### config.mk
export PLATFORM = sky130hd
export DESIGN_NAME = if_stage
export DESIGN_NICKNAME = d
export VERILOG_FILES = /design/src/rtl/if_stage.sv
export SDC_FILE = /design/constraint.sdc
export NUM_CORES = 1
export LEC_CHECK = 0
export CORE_UTILIZATION = 45
export DETAILED_ROUTE_END_ITERATION = 12
export PLACE_DENSITY = 0.95
export SYNTH_ARGS = -nofsm -noshare
export SYNTH_HDL_FRONTEND = slang
export SYNTH_SLANG_ARGS = --single-unit
### constraint.sdc
create_clock -name clk -period 5.9 [get_ports clk]
set_input_delay 1.18 -clock clk [delete_from_list [all_inputs] [get_ports clk]]
set_output_delay 1.18 -clock clk [all_outputs]
set_load 0.03 [all_outputs]
### src/rtl/if_stage.sv
// -----------------------------------------------------------------------------
// if_stage
// Instruction-fetch stage of the MIPS pipeline. Owns the program counter,
// drives the byte address into the word-indexed instruction memory, and
// captures the returned instruction into the IF/ID pipeline register.
//
// Ports:
//   clk           rising-edge clock
//   reset         synchronous, active-high reset
//   imem_addr     byte address to instruction memory (equals pc)
//   imem_instr    instruction word returned combinationally by memory
//   stall         hold PC and IF/ID (hazard unit)
//   redirect      taken branch/jump this cycle
//   redirect_pc   target byte address for redirect
//   if_id_instr   registered instruction
//   if_id_pc4     registered address of that instruction + 4
//   if_id_valid   IF/ID holds a real instruction (0 = bubble)
//   pc            current fetch PC
//   misalign_err  sticky: a redirect target was not word aligned
//   oob_err       sticky: PC reached an out-of-range address
//   fetch_count   saturating count of instructions loaded into IF/ID
// -----------------------------------------------------------------------------
module if_stage #(
  parameter logic [31:0] RESET_PC  = 32'd40,
  parameter int          MEM_WORDS = 250
) (
  input  logic        clk,
  input  logic        reset,
  output logic [31:0] imem_addr,
  input  logic [31:0] imem_instr,
  input  logic        stall,
  input  logic        redirect,
  input  logic [31:0] redirect_pc,
  output logic [31:0] if_id_instr,
  output logic [31:0] if_id_pc4,
  output logic        if_id_valid,
  output logic [31:0] pc,
  output logic        misalign_err,
  output logic        oob_err,
  output logic [31:0] fetch_count
);

  // First byte address that lies beyond the instruction memory.
  localparam logic [31:0] MemLimit = 32'(4 * MEM_WORDS);

  logic [31:0] pc_q, pc_d;
  logic [31:0] ifIdInstr_q, ifIdInstr_d;
  logic [31:0] ifIdPc4_q, ifIdPc4_d;
  logic        ifIdValid_q, ifIdValid_d;
  logic        misalignErr_q, misalignErr_d;
  logic        oobErr_q, oobErr_d;
  logic [31:0] fetchCount_q, fetchCount_d;
  logic [31:0] pcPlus4;

  // Wraps modulo 2^32 naturally.
  assign pcPlus4 = pc_q + 32'd4;

  // Next-state selection. Redirect beats stall so a taken branch is never
  // lost behind a hazard; an out-of-range PC parks and feeds bubbles until
  // something redirects it.
  always_comb begin
    pc_d          = pc_q;
    ifIdInstr_d   = ifIdInstr_q;
    ifIdPc4_d     = ifIdPc4_q;
    ifIdValid_d   = ifIdValid_q;
    misalignErr_d = misalignErr_q;
    oobErr_d      = oobErr_q;
    fetchCount_d  = fetchCount_q;

    if (redirect) begin
      pc_d        = {redirect_pc[31:2], 2'b00};
      ifIdInstr_d = 32'd0;
      ifIdPc4_d   = 32'd0;
      ifIdValid_d = 1'b0;
      if (redirect_pc[1:0] != 2'b00) begin
        misalignErr_d = 1'b1;
      end
    end else if (stall) begin
      // everything holds
    end else if (pc_q >= MemLimit) begin
      ifIdInstr_d = 32'd0;
      ifIdPc4_d   = 32'd0;
      ifIdValid_d = 1'b0;
      oobErr_d    = 1'b1;
    end else begin
      pc_d        = pcPlus4;
      ifIdInstr_d = imem_instr;
      ifIdPc4_d   = pcPlus4;
      ifIdValid_d = 1'b1;
      if (fetchCount_q != 32'hFFFF_FFFF) begin
        fetchCount_d = fetchCount_q + 32'd1;
      end
    end
  end

  // State registers with synchronous reset that overrides every other input.
  always_ff @(posedge clk) begin
    if (reset) begin
      pc_q          <= RESET_PC;
      ifIdInstr_q   <= 32'd0;
      ifIdPc4_q     <= 32'd0;
      ifIdValid_q   <= 1'b0;
      misalignErr_q <= 1'b0;
      oobErr_q      <= 1'b0;
      fetchCount_q  <= 32'd0;
    end else begin
      pc_q          <= pc_d;
      ifIdInstr_q   <= ifIdInstr_d;
      ifIdPc4_q     <= ifIdPc4_d;
      ifIdValid_q   <= ifIdValid_d;
      misalignErr_q <= misalignErr_d;
      oobErr_q      <= oobErr_d;
      fetchCount_q  <= fetchCount_d;
    end
  end

  assign imem_addr    = pc_q;
  assign pc           = pc_q;
  assign if_id_instr  = ifIdInstr_q;
  assign if_id_pc4    = ifIdPc4_q;
  assign if_id_valid  = ifIdValid_q;
  assign misalign_err = misalignErr_q;
  assign oob_err      = oobErr_q;
  assign fetch_count  = fetchCount_q;

endmodule

# Word-level counts from Yosys, hierarchy flattened

Index checks and enable logic that the tools add are counted.

Register bits: 131
Bits of input ports: 68
Output and inout bits: 163

Add/sub/neg operators: 2
$lt $le $gt $ge: 1
Equal/unequal tests: 3
Mux-type cells: 6
Bitwise logic cells: 3
Reductions and logical operators: 7

Operator list:

| kind                  | count |
|---|---|
| $mux 32               | 5 |
| $add 32x1->32 const B | 1 |
| $add 32x3->32 const B | 1 |
| $ge 32x10->1 const B  | 1 |
| $ne 32x32->1 const B  | 1 |
| $reduce_and 2->1      | 3 |
| $reduce_and 4->1      | 1 |
| $not 1->1             | 3 |
| $reduce_and 3->1      | 1 |
| $ne 2x1->1 const B    | 1 |
| $ne 2x2->1 const B    | 1 |
| $reduce_bool 2->1     | 1 |
| $reduce_or 2->1       | 1 |
| $mux 1                | 1 |

# Depth between registers and ports, before layout

Depth after elaboration: 4
Depth in mapped cells: 9
Depth with buffers taken out: 6

# Least setup slack after synthesis

OpenSTA, ideal clock, no wires.

Kind: input to register
From: input port redirect
To: register fetchCount_q[19] (netlist: fetch_count[19])
Library setup time: 0.123 ns
Data arrival time: 3.186 ns
Required time: 5.777 ns
Slack: 2.591 ns
Stages: 7
Buffers on the path: 2
Path through: buf_6 > or3b_1 > or3_1 > or4_4 > buf_6 > nor4_1 > mux2_1

Longest elaborated chain between the ends: 2

RTL lines:

| what                       | line | RTL |
|---|---|---|
| start: declaration         | 32   | `input logic redirect,` |
| $not 1->1 (no line)        | -    |  |
| $reduce_and 4->1 (no line) | -    |  |
| end signal: assignment     | 113  | `fetchCount_q <= fetchCount_d;` |
| end: declaration           | 52   | `logic [31:0] fetchCount_q, fetchCount_d;` |

Every way passes these cells.
A chain may end at the register's enable or synchronous reset.

# Worst setup path after layout

From: input port stall
To: register fetchCount_q[28] (netlist: fetch_count[28])

Longest elaborated chain between the ends: 2

RTL lines:

| what                       | line | RTL |
|---|---|---|
| start: declaration         | 31   | `input logic stall,` |
| $not 1->1 (no line)        | -    |  |
| $reduce_and 4->1 (no line) | -    |  |

Every way passes these cells.

==> impl_metrics.py <==
metrics = {
    "power_and_ir_drop": {
        "finalPower_uw": 2045,
        "p_leak_uw": 0.002836,
        "irDropWorstVdd_uv": 204.1,
        "power.density_nw_per_um2": 260.9,
    },
    "global_route": {
        "grt_max_degree": 62,
        "antenna_found_initial": 0,
        "grt_pass1_vias": 4609,
        "gr-total-overflow": 0,
        "grt_pass1_wl_microns": 22860,
        "grt_util_all_layers_pct": 24.73,
    },
    "placement": {
        "post-place-ws_ns": 1.724,
        "io_buffers": 224,
        "gp_congestion": 0.8070,
        "place_area_sq_um": 7318,
        "place_hpwl_microns": 10800,
    },
    "detailed_routing": {
        "drt_first_pass_iters": 5,
        "drc_errors": 0,
        "via_count": 4824,
        "wl_microns": 15300,
        "route.detailed.wl_per_inst_microns": 17.50,
        "avgViaCountPerCell": 5.519,
        "drtIter0Drc": 419,
        "ant_nets": 0,
    },
    "critical_path": {
        "worstRegToRegCells": 6,
        "path_delay_family": "simple AND/OR/NAND/NOR gates",
        "worst-path-stages": 6,
        "r2r_setup_slack_ns": 3.08,
        "crit_chain": "clkdlybuf4s50_1 > or3b_1 > or3_1 > or4_1 > or4_1 > a21oi_1",
        "cp_slowest_cell": "or4_1",
        "crit_type": "in2reg",
        "start_kind": "primary input",
        "rr_startpoint": "imem_addr[2]",
        "critPathBufInv": 1,
        "path_max_fanout": 17,
        "reg2reg_to": "fetch_count[5]",
        "critPathArrivalTime_ns": 4.18,
        "cp_data_required_time_ns": 6.24,
        "endpoint_kind": "register",
        "cpMostUsedCell": "or4_1",
        "max_stage_delay_ns": 0.72,
    },
    "sta": {
        "relSlewSlack_pct": 39.28,
        "final.setup_skew_ns": 0.007176,
        "rsz0062_at_grt": "false",
        "worst_slack_ns": 2.057,
        "final-setup-viol-count": 0,
        "hold_viol": 0,
        "period_share_pct": 65.14,
        "fin_tns_setup_ns": 0,
        "tightest_slew_ns": 0.9108,
        "slew_viol_final": 0,
        "min_period_ns": 3.843,
        "fmax_mhz": 260.2,
    },
    "clocking": {
        "cts.sinks": 127,
        "cts_tree": "done",
        "clkLatencyLatePin_ns": 0.41,
        "cts_buffer_depth": 2,
        "cts-resized-gates": 0,
        "clk_pin_slew_ns": 0.06,
        "holdBufCountCts": 0,
        "cts_setup_buffers": 0,
        "h-tree-depth": 4,
        "root_buffer": "clkbuf_16",
        "cts_buffers": 17,
    },
    "floorplan": {
        "fp.dieW_microns": 110.2,
        "row_count": 39,
        "start_util_pct": 46.15,
        "core_sq_um": 11420,
        "pin_count": 231,
        "die_h_microns": 110.2,
        "die-area_sq_um": 12150,
    },
    "finish": {
        "area_growth_pct": 48.69,
        "drive_gt1_share_pct": 5.609,
        "fillCellCount": 847,
        "layout.nets": 793,
        "num_antenna_cells": 0,
        "fin_area_sq_um": 7836,
    },
    "synthesis": {
        "ys.flop_type": "dfxtp_1",
        "netlist.area_leader.share_pct": 48.24,
        "synth_area_sq_um": 5270,
        "avgSynthCellArea_sq_um": 9.723,
        "yosysWarnings": 0,
        "ys_types": 48,
        "synth-async-reset-ratio_pct": 0,
        "yosys.area.top_type": "dfxtp_1",
        "ys_ff_latch": 127,
        "synth_enable_flop_cells": 0,
        "synth_area_leaders": "dfxtp_1 (48%), a22o_1 (6.3%), buf_4 (5.1%)",
        "ys_seq_area_share_pct": 48.24,
        "netlist_instances": 542,
    },
    "min_path": {
        "holdPathStages": 1,
        "hp-class": "reg2reg",
        "holdCritStartpoint": "if_id_pc4[10]",
        "whs_endpoint": "if_id_pc4[10]",
    },
    "job": {
        "maxCapViolations": 0,
    },
    "status": {
        "outcome": "complete, no violations",
    },
}
[cell type report]
cell class | instances | area, sq um | area share [%]
timing repair buffer | 228 | 2262 | 28.87
tap | 143 | 178.9 | 2.283
clock inverter | 7 | 67.56 | 0.8622
multi-input combinational | 338 | 2297 | 29.31
inverter | 10 | 37.54 | 0.4790
sequential | 127 | 2542 | 32.44
clock buffer | 21 | 450.4 | 5.748
[layout by cell type (no fill, tap or decap), types with 3 or more instances in the layout]
cell type	instances
a211oi_1	3
a21oi_1	26
a22o_1	38
and2_1	23
buf_4	4
clkbuf_1	3
clkbuf_16	17
clkdlybuf4s50_1	222
clkinv_2	3
clkinvlp_4	3
conb_1	6
dfxtp_1	127
ha_1	3
inv_1	10
mux2_1	7
mux2_2	3
mux2i_1	23
nand2_1	15
nand3_1	13
nand4_1	11
nor2_1	45
nor2b_1	10
nor3_1	9
nor4_1	10
nor4b_1	3
o21ai_0	6
o31ai_1	18
or3_1	10
or4_1	19
xnor2_1	8
[synth_stat cells, types with 6 or more instances]
master / count
a21oi_1: 26
a22o_1: 38
and2_1: 23
buf_4: 36
clkbuf_1: 27
dfxtp_1: 127
inv_1: 10
mux2_1: 7
mux2i_1: 23
nand2_1: 15
nand3_1: 13
nand4_1: 11
nor2_1: 45
nor2b_1: 10
nor3_1: 9
nor4_1: 11
o21ai_0: 6
o31ai_1: 18
or3_1: 10
or4_1: 19
xnor2_1: 8
[per-layer routing]
layer | wire length, microns | track usage, % | part of all wire (%) | vias to the layer above
li1 | - | - | - | 2282
met1 | 6036 | 28.14 | 39 | 2299
met2 | 7760 | 41.88 | 51 | 217
met3 | 1137 | 7.466 | 7.4 | 26
met4 | 362 | 12.69 | 2.4 | 0
met5 | 0 | 0 | 0 | -
[logic make-up after synthesis]
group / Yosys count / synth area share (%)
simple gates: 187 / 20.30
flops: 127 / 48.24
compound gates: 101 / 13.94
buf+inv: 82 / 8.903
mux: 33 / 6.505
xor+xnor: 8 / 1.330
fa+ha+maj: 3 / 0.7123
other cells: 1 / 0.07116
[sequential cells by signal, summed over array words and instances (netlist names)]
signal,cells
if_id_pc4,30
misalign_err,1
imem_addr,30
fetch_count,32
oob_err,1
if_id_valid,1
if_id_instr,32
[power by group]
part	internal, uW	leakage [uW]	switching, uW
logic	104	0.00156	118
clock network	577	0.000247	352
registers	873	0.00103	20.2
total	1550	0.00284	491
[how the worst max path moves through the flow]
stage | startpoint | to | slack (ns)
final | stall | fetch_count[28] | 2.06
after detailed placement | stall | fetch_count[20] | 1.72
after global placement | stall | fetch_count[26] | 1.80
after floorplan | redirect | fetch_count[19] | 2.59
after CTS | stall | fetch_count[28] | 2.08
after global routing | stall | fetch_count[28] | 1.95
[stage by stage]
stage	hold slack [ns]	cells	util, %
finish	0.4603	874	68.63
global route	0.4795	874	68.63
CTS	0.4608	874	68.63
detailed placement	0.4459	846	64.09
global placement	0.4345	846	64.09
floorplan	0.5708	547	-
Note: power is estimated with default switching activity, not from simulation.
